## src/rtl/frame_generator_sequencer.sv

```systemverilog
// ---------------------------------------------------------------------------
// frame_generator_sequencer
//
// Run controller for the frame-generator core. On a start it latches the
// frame geometry and frame count, holds the core in soft reset for
// RESET_CYCLES cycles, then enables streaming. It counts accepted output
// beats to find frame boundaries and drops enable on exactly the last beat
// of the run, so the core never emits a surplus beat.
//
// Ports
//   clk, reset            clock, asynchronous active-low reset
//   cmdStart, cmdStop     single-cycle start / graceful-stop pulses
//   cfgWidth, cfgHeight   frame geometry (valid range 1..8191)
//   cfgFrames             frames per run, 0 = continuous until stopped
//   beatValid, beatReady  monitored core output handshake
//   controlRegister       {30'b0, softReset, enable} to the core
//   heightWidthRegister   {height, width} latched at start
//   dataOutLastPeriod     width*NUMPIXELPLANES-1, zero-extended
//   busy                  high in SOFTRESET or RUN
//   frameDone, runDone    registered one-cycle completion pulses
//   cfgError              sticky, set by a start with invalid geometry
//   frameCount            frames completed in the current or last run
//   fsm_state             current FSM state (0 IDLE, 1 SOFTRESET, 2 RUN)
//
// Handshake: a beat is transferred in any cycle where beatValid and
// beatReady are both high at the rising clock edge; valid without ready
// is a stall, and this block only observes the transfer, never drives it.
// ---------------------------------------------------------------------------
module frame_generator_sequencer #(
    parameter int NUMPIXELPLANES = 3,
    parameter int RESET_CYCLES   = 4
) (
    input  logic        clk,
    input  logic        reset,
    input  logic        cmdStart,
    input  logic        cmdStop,
    input  logic [15:0] cfgWidth,
    input  logic [15:0] cfgHeight,
    input  logic [15:0] cfgFrames,
    input  logic        beatValid,
    input  logic        beatReady,
    output logic [31:0] controlRegister,
    output logic [31:0] heightWidthRegister,
    output logic [31:0] dataOutLastPeriod,
    output logic        busy,
    output logic        frameDone,
    output logic        runDone,
    output logic        cfgError,
    output logic [15:0] frameCount,
    output logic [1:0]  fsm_state
);

    typedef enum logic [1:0] {
        ST_IDLE      = 2'd0,
        ST_SOFTRESET = 2'd1,
        ST_RUN       = 2'd2
    } state_t;

    state_t      state_q, state_d;

    logic [15:0] width_q;
    logic [15:0] height_q;
    logic [15:0] frames_q;
    logic [14:0] last_period_q;
    logic [27:0] beats_per_frame_q;
    logic [27:0] beat_cnt_q;
    logic [15:0] frame_count_q;
    logic [3:0]  rst_cnt_q;
    logic        stop_pending_q;
    logic        cfg_error_q;
    logic        frame_done_q;
    logic        run_done_q;

    logic        geom_ok;
    logic        start_req;
    logic        beat;
    logic        frame_last;
    logic        frame_end;
    logic        last_frame;
    logic        terminating;
    logic        rst_done;
    logic [14:0] last_period_calc;
    logic [27:0] beats_per_frame_calc;

    // FSM outputs / datapath strobes from the combinational process
    logic        start_ok;
    logic        start_bad;
    logic        enable;
    logic        soft_reset;

    assign geom_ok   = (cfgWidth  != 16'd0) && (cfgWidth  <= 16'd8191) &&
                       (cfgHeight != 16'd0) && (cfgHeight <= 16'd8191);
    // A simultaneous stop cancels the start outright.
    assign start_req = cmdStart & ~cmdStop;
    assign beat      = beatValid & beatReady;

    // Geometry is at most 13 bits each, so the products fit 15 and 28 bits.
    assign last_period_calc     = (15'(cfgWidth[12:0]) * 15'(NUMPIXELPLANES)) - 15'd1;
    assign beats_per_frame_calc = 28'(cfgWidth[12:0]) * 28'(cfgHeight[12:0]) *
                                  28'(NUMPIXELPLANES);

    assign frame_last  = (beat_cnt_q == beats_per_frame_q - 28'd1);
    assign frame_end   = (state_q == ST_RUN) & beat & frame_last;
    assign last_frame  = (frames_q != 16'd0) && (frame_count_q + 16'd1 == frames_q);
    assign terminating = last_frame | stop_pending_q;
    assign rst_done    = (rst_cnt_q == 4'(RESET_CYCLES - 1));

    always_ff @(posedge clk or negedge reset) begin
        if (!reset) begin
            state_q <= ST_IDLE;
        end else begin
            state_q <= state_d;
        end
    end

    always_comb begin
        state_d    = state_q;
        start_ok   = 1'b0;
        start_bad  = 1'b0;
        enable     = 1'b0;
        soft_reset = 1'b0;
        case (state_q)
            ST_IDLE: begin
                if (start_req) begin
                    if (geom_ok) begin
                        start_ok = 1'b1;
                        state_d  = ST_SOFTRESET;
                    end else begin
                        start_bad = 1'b1;
                    end
                end
            end
            ST_SOFTRESET: begin
                soft_reset = 1'b1;
                if (cmdStop) begin
                    state_d = ST_IDLE;
                end else if (rst_done) begin
                    state_d = ST_RUN;
                end
            end
            ST_RUN: begin
                // Enable drops in the same cycle as the terminating beat so the
                // core samples it low and never presents another beat.
                enable = ~(frame_end & terminating);
                if (frame_end & terminating) begin
                    state_d = ST_IDLE;
                end
            end
            default: begin
                state_d = ST_IDLE;
            end
        endcase
    end

    always_ff @(posedge clk or negedge reset) begin
        if (!reset) begin
            width_q           <= '0;
            height_q          <= '0;
            frames_q          <= '0;
            last_period_q     <= '0;
            beats_per_frame_q <= '0;
            beat_cnt_q        <= '0;
            frame_count_q     <= '0;
            rst_cnt_q         <= '0;
            stop_pending_q    <= 1'b0;
            cfg_error_q       <= 1'b0;
            frame_done_q      <= 1'b0;
            run_done_q        <= 1'b0;
        end else begin
            frame_done_q <= 1'b0;
            run_done_q   <= 1'b0;

            if (start_ok) begin
                width_q           <= cfgWidth;
                height_q          <= cfgHeight;
                frames_q          <= cfgFrames;
                last_period_q     <= last_period_calc;
                beats_per_frame_q <= beats_per_frame_calc;
                beat_cnt_q        <= '0;
                frame_count_q     <= '0;
                rst_cnt_q         <= '0;
                stop_pending_q    <= 1'b0;
                cfg_error_q       <= 1'b0;
            end

            if (start_bad) begin
                cfg_error_q <= 1'b1;
            end

            if (state_q == ST_SOFTRESET) begin
                rst_cnt_q <= rst_cnt_q + 4'd1;
            end

            if (state_q == ST_RUN) begin
                if (cmdStop) begin
                    stop_pending_q <= 1'b1;
                end
                if (beat) begin
                    if (frame_last) begin
                        beat_cnt_q    <= '0;
                        frame_count_q <= frame_count_q + 16'd1;
                        frame_done_q  <= 1'b1;
                        if (terminating) begin
                            run_done_q     <= 1'b1;
                            stop_pending_q <= 1'b0;
                        end
                    end else begin
                        beat_cnt_q <= beat_cnt_q + 28'd1;
                    end
                end
            end
        end
    end

    assign controlRegister     = {30'b0, soft_reset, enable};
    assign heightWidthRegister = {height_q, width_q};
    assign dataOutLastPeriod   = {17'b0, last_period_q};
    assign busy                = (state_q != ST_IDLE);
    assign frameDone           = frame_done_q;
    assign runDone             = run_done_q;
    assign cfgError            = cfg_error_q;
    assign frameCount          = frame_count_q;
    assign fsm_state           = state_q;

endmodule

```

## config.mk

```make
export PLATFORM = sky130hd
export DESIGN_NAME = frame_generator_sequencer
export DESIGN_NICKNAME = d
export VERILOG_FILES = /design/src/rtl/frame_generator_sequencer.sv
export SDC_FILE = /design/constraint.sdc
export NUM_CORES = 1
export LEC_CHECK = 0
export BUFFER_PORTS_ARGS = -buffer_cell sky130_fd_sc_hd__buf_2
export CORE_ASPECT_RATIO = 1.25
export CORE_MARGIN = 2
export CORE_UTILIZATION = 55
export CTS_BUF_LIST = sky130_fd_sc_hd__clkbuf_8
export DETAILED_ROUTE_END_ITERATION = 10
export HOLD_SLACK_MARGIN = 0.06
export MAX_ROUTING_LAYER = met4
export PLACE_DENSITY = 0.84
export SKIP_LAST_GASP = 1
export SYNTH_ARGS = -nofsm -noshare
export SYNTH_HDL_FRONTEND = slang
export SYNTH_SLANG_ARGS = --single-unit
```

## constraint.sdc

```tcl
create_clock -name clk -period 5.85 [get_ports clk]
set_input_delay 0.8775 -clock clk [delete_from_list [all_inputs] [get_ports clk]]
set_output_delay 0.8775 -clock clk [all_outputs]
set_load 0.005 [all_outputs]
```

==> out/qor_table.md <==
| Stage | Parameter | Value |
| --- | --- | --- |
| finish | Number of nets in the finished design | 2,454 |
| logic synthesis | Cell type with the largest total area after synthesis | sky130_fd_sc_hd__dfrtp_1 |
| timing | Final Hold Fails | 0 |
| logic synthesis | Area of the mapped netlist | 15,820 sq um |
| worst setup path | Worst path arrival time | 7.83 ns |
| detailed routing | Total length of routed met2 wires | 23,050 microns |
| finish | Final standard cell count with taps included and fillers excluded | 2,513 |
| clock tree | Later-pin clock latency in the skew report | 0.48 ns |
| detailed routing | Remaining number of nets flagged by the antenna check after routing | 0 |
| floorplanning | Chip height | 193.6 microns |
| status | Violations in the final reports | setup timing |
| global routing | Global-route usage over all layers | 28.64% |
| floorplanning | Count of standard-cell rows | 69 |
| clock tree | Cell at the root of the clock tree | sky130_fd_sc_hd__clkbuf_8 |
| timing | Clock tree skew after final layout | 0.02000 ns |
| timing | Slew of the pin with the lowest slew margin | 1.086 ns |
| floorplanning | I/O pin cnt | 172 |
| worst setup path | CP startpoint kind | input pin |
| logic synthesis | Avg Synthesized Cell Area | 8.466 sq um |
| floorplanning | Core footprint | 28,400 sq um |
| timing | Max-slew violations | 0 |
| detailed routing | Number of remaining DRC errors | 0 |
| timing | Period minus WS final | 7.445 ns |
| placed design | RePlAce Congestion | 0.9497 |
| detailed routing | Total wire length after detailed routing | 44,490 microns |
| floorplanning | Effective utilization at floorplan | 55.68% |
| worst setup path | Most used cell along the critical path | sky130_fd_sc_hd__fa_1 |
| clock tree | H-Tree Depth | 4 |
| logic synthesis | Sequential-to-total area share from yosys stat | 22.94% |
| logic synthesis | Number of instances in the synthesized netlist | 1,868 |
| worst setup path | Critical path peak fanout | 7 |
| logic synthesis | Proportion of netlist area held by the largest area contributor | 22.94% |
| worst setup path | Critical Path Max Stage Delay | 0.55 ns |
| global routing | Pin count of the biggest net entering global routing | 78 |
| finish | Final cell utilization of the core | 67.96% |
| timing | Final critical-path setup slack | -1.595 ns |
| clock tree | Clock-pin slew on the worst setup and hold paths | 0.09 ns |
| detailed routing | Initial DRT Pass Iterations | 6 |
| detailed routing | Average via count per standard cell | 5.828 |
| clock tree | Clock sink count | 145 |
| hold path | Hold/Removal Path Class | input pin to asynchronous set/reset pin |
| worst setup path | Required arrival time at the worst endpoint | 6.24 ns |
| clock tree | Number of buffers between clock root and the deepest sink | 2 |
| worst setup path | Nature of the critical path endpoint | flip-flop |
| clock tree | CTS tree | done |
| placed design | Port bufs | 124 |
| detailed routing | Met1 WL | 16,590 microns |
| detailed routing | Total vias in the final route | 14,650 |
| finish | Most frequent standard cell in the layout excluding fill and tap cells | sky130_fd_sc_hd__nand2_1 |
| finish | Sequential standard cell area | 3628 sq um |
| worst setup path | Critical setup path kind | input pin to flip-flop |
| logic synthesis | Leading cell types by total area after synthesis | sky130_fd_sc_hd__dfrtp_1 23%, sky130_fd_sc_hd__fa_1 16%, sky130_fd_sc_hd__ha_1 10% |
| finish | Diodes inserted | 0 |
| global routing | Global-route wire length before repair | 69,130 microns |
| timing | Setup TNS | -15.33 ns |
| global routing | Total global routing overflow | 0 |
| timing | Number of endpoints failing setup at the final stage | 16 |
| detailed routing | WL/cell | 17.70 microns |
| clock tree | Num CTS Buffers | 17 |
| logic synthesis | Main flop type after synthesis | sky130_fd_sc_hd__dfrtp_1 |
| timing | Post-route fraction of the period consumed by the critical path | 127.3% |
| finish | Fraction of layout cells with a size suffix above 1 | 23.68% |
| placed design | Placed cell count | 2,452 |
| job | Number of max-cap violations | 0 |
| global routing | Via count of the first global-routing pass | 14,820 |
| finish | Post-route cell area | 19,300 sq um |
| logic synthesis | Number of warnings reported in the yosys synthesis log | 0 |
| timing | Rel. slew slack | 27.46% |
| detailed routing | Detailed route wirelength on metal3 | 2279 microns |
| placed design | Placed cell area | 17,940 sq um |
| finish | Relative area change from synthesis to final layout | 22.06% |
| detailed routing | 1st-iter DRT viols | 1,102 |
| timing | Setup repair after global routing missed its margin | true |
| status | Status | complete, but fails checks |
| logic synthesis | Fraction of synthesis flops using an asynchronous set or reset pin | 100.0% |
| timing | Max Fclk | 134.3 MHz |
| placed design | HPWL reported at the end of detailed placement | 31,810 microns |
| global routing | Number of antenna violations at the first check in global routing | 0 |
| detailed routing | Top layer in use | met4 |
| floorplanning | Die Wd | 155.7 microns |
| finish | Layout fillers | 1,978 |
| logic synthesis | Distinct cells, synth | 77 |
| floorplanning | Die outline area | 30,140 sq um |
| logic synthesis | Post-synth EDFFs | 0 |
| finish | Area of the multi-input gates | 11,510 sq um |
| worst setup path | Slowest cell on the critical path | sky130_fd_sc_hd__fa_1 |
| logic synthesis | Flip-flop and latch count after synthesis | 145 |
| finish | Leading cell types in the layout, fill and taps excluded | 276 x sky130_fd_sc_hd__nand2_1, 226 x sky130_fd_sc_hd__inv_1, 212 x sky130_fd_sc_hd__buf_4, 145 x sky130_fd_sc_hd__dfrtp_1, 121 x sky130_fd_sc_hd__fa_1 |
-- logic make-up after synthesis --
group,Yosys count,synth area share (%)
AND/OR/NAND/NOR,657,20.54
flip-flops,145,22.94
buffers and inverters,368,10.12
other,1,0.02371
adder cells (fa/ha/maj),255,26.01
AO/OA/AOI/OAI,306,12.51
XOR/XNOR,102,5.649
multiplexers,34,2.207
-- metal layers --
metal	track usage [%]	up-vias
li1	-	6649
met1	32.48	7178
met2	50.13	589
met3	4.032	230
met4	12.50	0
met5	-	-
-- worst paths after layout --
| path | startpoint | to | slack, ns | cells after the start |
|---|---|---|---|---|
| worst max-delay path | cfgWidth[5] | beats_per_frame_q[26]$_DFFE_PN0P_ | -1.60 | 30 |
| min in group clk | height_q[0]$_DFFE_PN0P_ | height_q[0]$_DFFE_PN0P_ | 0.48 | 2 |
| max in group asynchronous | reset | width_q[2]$_DFFE_PN0P_ | 4.40 | 2 |
| worst max register to register | beats_per_frame_q[0]$_DFFE_PN0P_ | frameCount[7]$_DFF_PN0_ | 1.44 | 12 |
| worst min register to register | height_q[0]$_DFFE_PN0P_ | height_q[0]$_DFFE_PN0P_ | 0.48 | 2 |
| worst min-delay path | reset | beats_per_frame_q[5]$_DFFE_PN0P_ | 0.37 | 1 |
-- critical path, delay by kind of cell --
family                     cells  cell delay, ns
and+or+nand+nor                5            0.76
xor gates and xnor gates       1            0.44
adders and majority gates      7            3.14
buffers and inverters          6            0.45
AOI/OAI and AO/OA             11            2.16
-- synth_stat cells (9+ instances only) --
| cell | number |
|---|---|
| sky130_fd_sc_hd__a211oi_1 | 11 |
| sky130_fd_sc_hd__a21o_1 | 25 |
| sky130_fd_sc_hd__a21oi_1 | 75 |
| sky130_fd_sc_hd__a22o_1 | 9 |
| sky130_fd_sc_hd__and2_1 | 106 |
| sky130_fd_sc_hd__and3_1 | 25 |
| sky130_fd_sc_hd__buf_4 | 50 |
| sky130_fd_sc_hd__clkbuf_1 | 63 |
| sky130_fd_sc_hd__dfrtp_1 | 145 |
| sky130_fd_sc_hd__fa_1 | 123 |
| sky130_fd_sc_hd__ha_1 | 132 |
| sky130_fd_sc_hd__inv_1 | 237 |
| sky130_fd_sc_hd__mux2i_1 | 27 |
| sky130_fd_sc_hd__nand2_1 | 278 |
| sky130_fd_sc_hd__nand3_1 | 48 |
| sky130_fd_sc_hd__nand4_1 | 18 |
| sky130_fd_sc_hd__nor2_1 | 66 |
| sky130_fd_sc_hd__nor2b_1 | 17 |
| sky130_fd_sc_hd__nor3_1 | 26 |
| sky130_fd_sc_hd__nor4_1 | 15 |
| sky130_fd_sc_hd__o211ai_1 | 12 |
| sky130_fd_sc_hd__o21a_1 | 9 |
| sky130_fd_sc_hd__o21ai_0 | 88 |
| sky130_fd_sc_hd__or3_1 | 13 |
| sky130_fd_sc_hd__or4_1 | 9 |
| sky130_fd_sc_hd__xnor2_1 | 60 |
| sky130_fd_sc_hd__xor2_1 | 42 |
-- timing repair --
item / CTS / global route
pin swaps: 63 / 65
gates cloned: 0 / 0
hold buffers: 0 / 0
resized for setup: 90 / 68
setup endpoints to repair: 17 / 18
setup buffers: 22 / 19
-- cell type report --
class / count / share of cell area, %
Clock buffer: 17 / 1.212
Sequential cell: 145 / 18.80
Tap cell: 355 / 2.301
Multi-Input combinational cell: 1401 / 59.61
Inverter: 237 / 4.609
Timing Repair Buffer: 343 / 12.46
Clock inverter: 15 / 1.011
-- registers in the layout, summed over array words and instances, names as in the netlist --
register / count
frameCount: 16
fsm_state: 2
runDone: 1
beat_cnt_q: 28
beats_per_frame_q: 28
frameDone: 1
stop_pending_q: 1
cfgError: 1
width_q: 16
frames_q: 16
last_period_q: 15
rst_cnt_q: 4
height_q: 16
-- stage by stage --
stage / hold WS (ns) / setup WS, ns
floorplan: 0.4697 / -1.328
finish: 0.3710 / -1.595
global route: 0.4233 / -1.773
CTS: 0.3892 / -0.9767
detailed placement: 0.4632 / -1.710
global placement: 0.4558 / -1.543
Power is left out: the tool's default activity adds up to more than one toggle a clock period on the data nets, which glitch-free logic cannot reach.
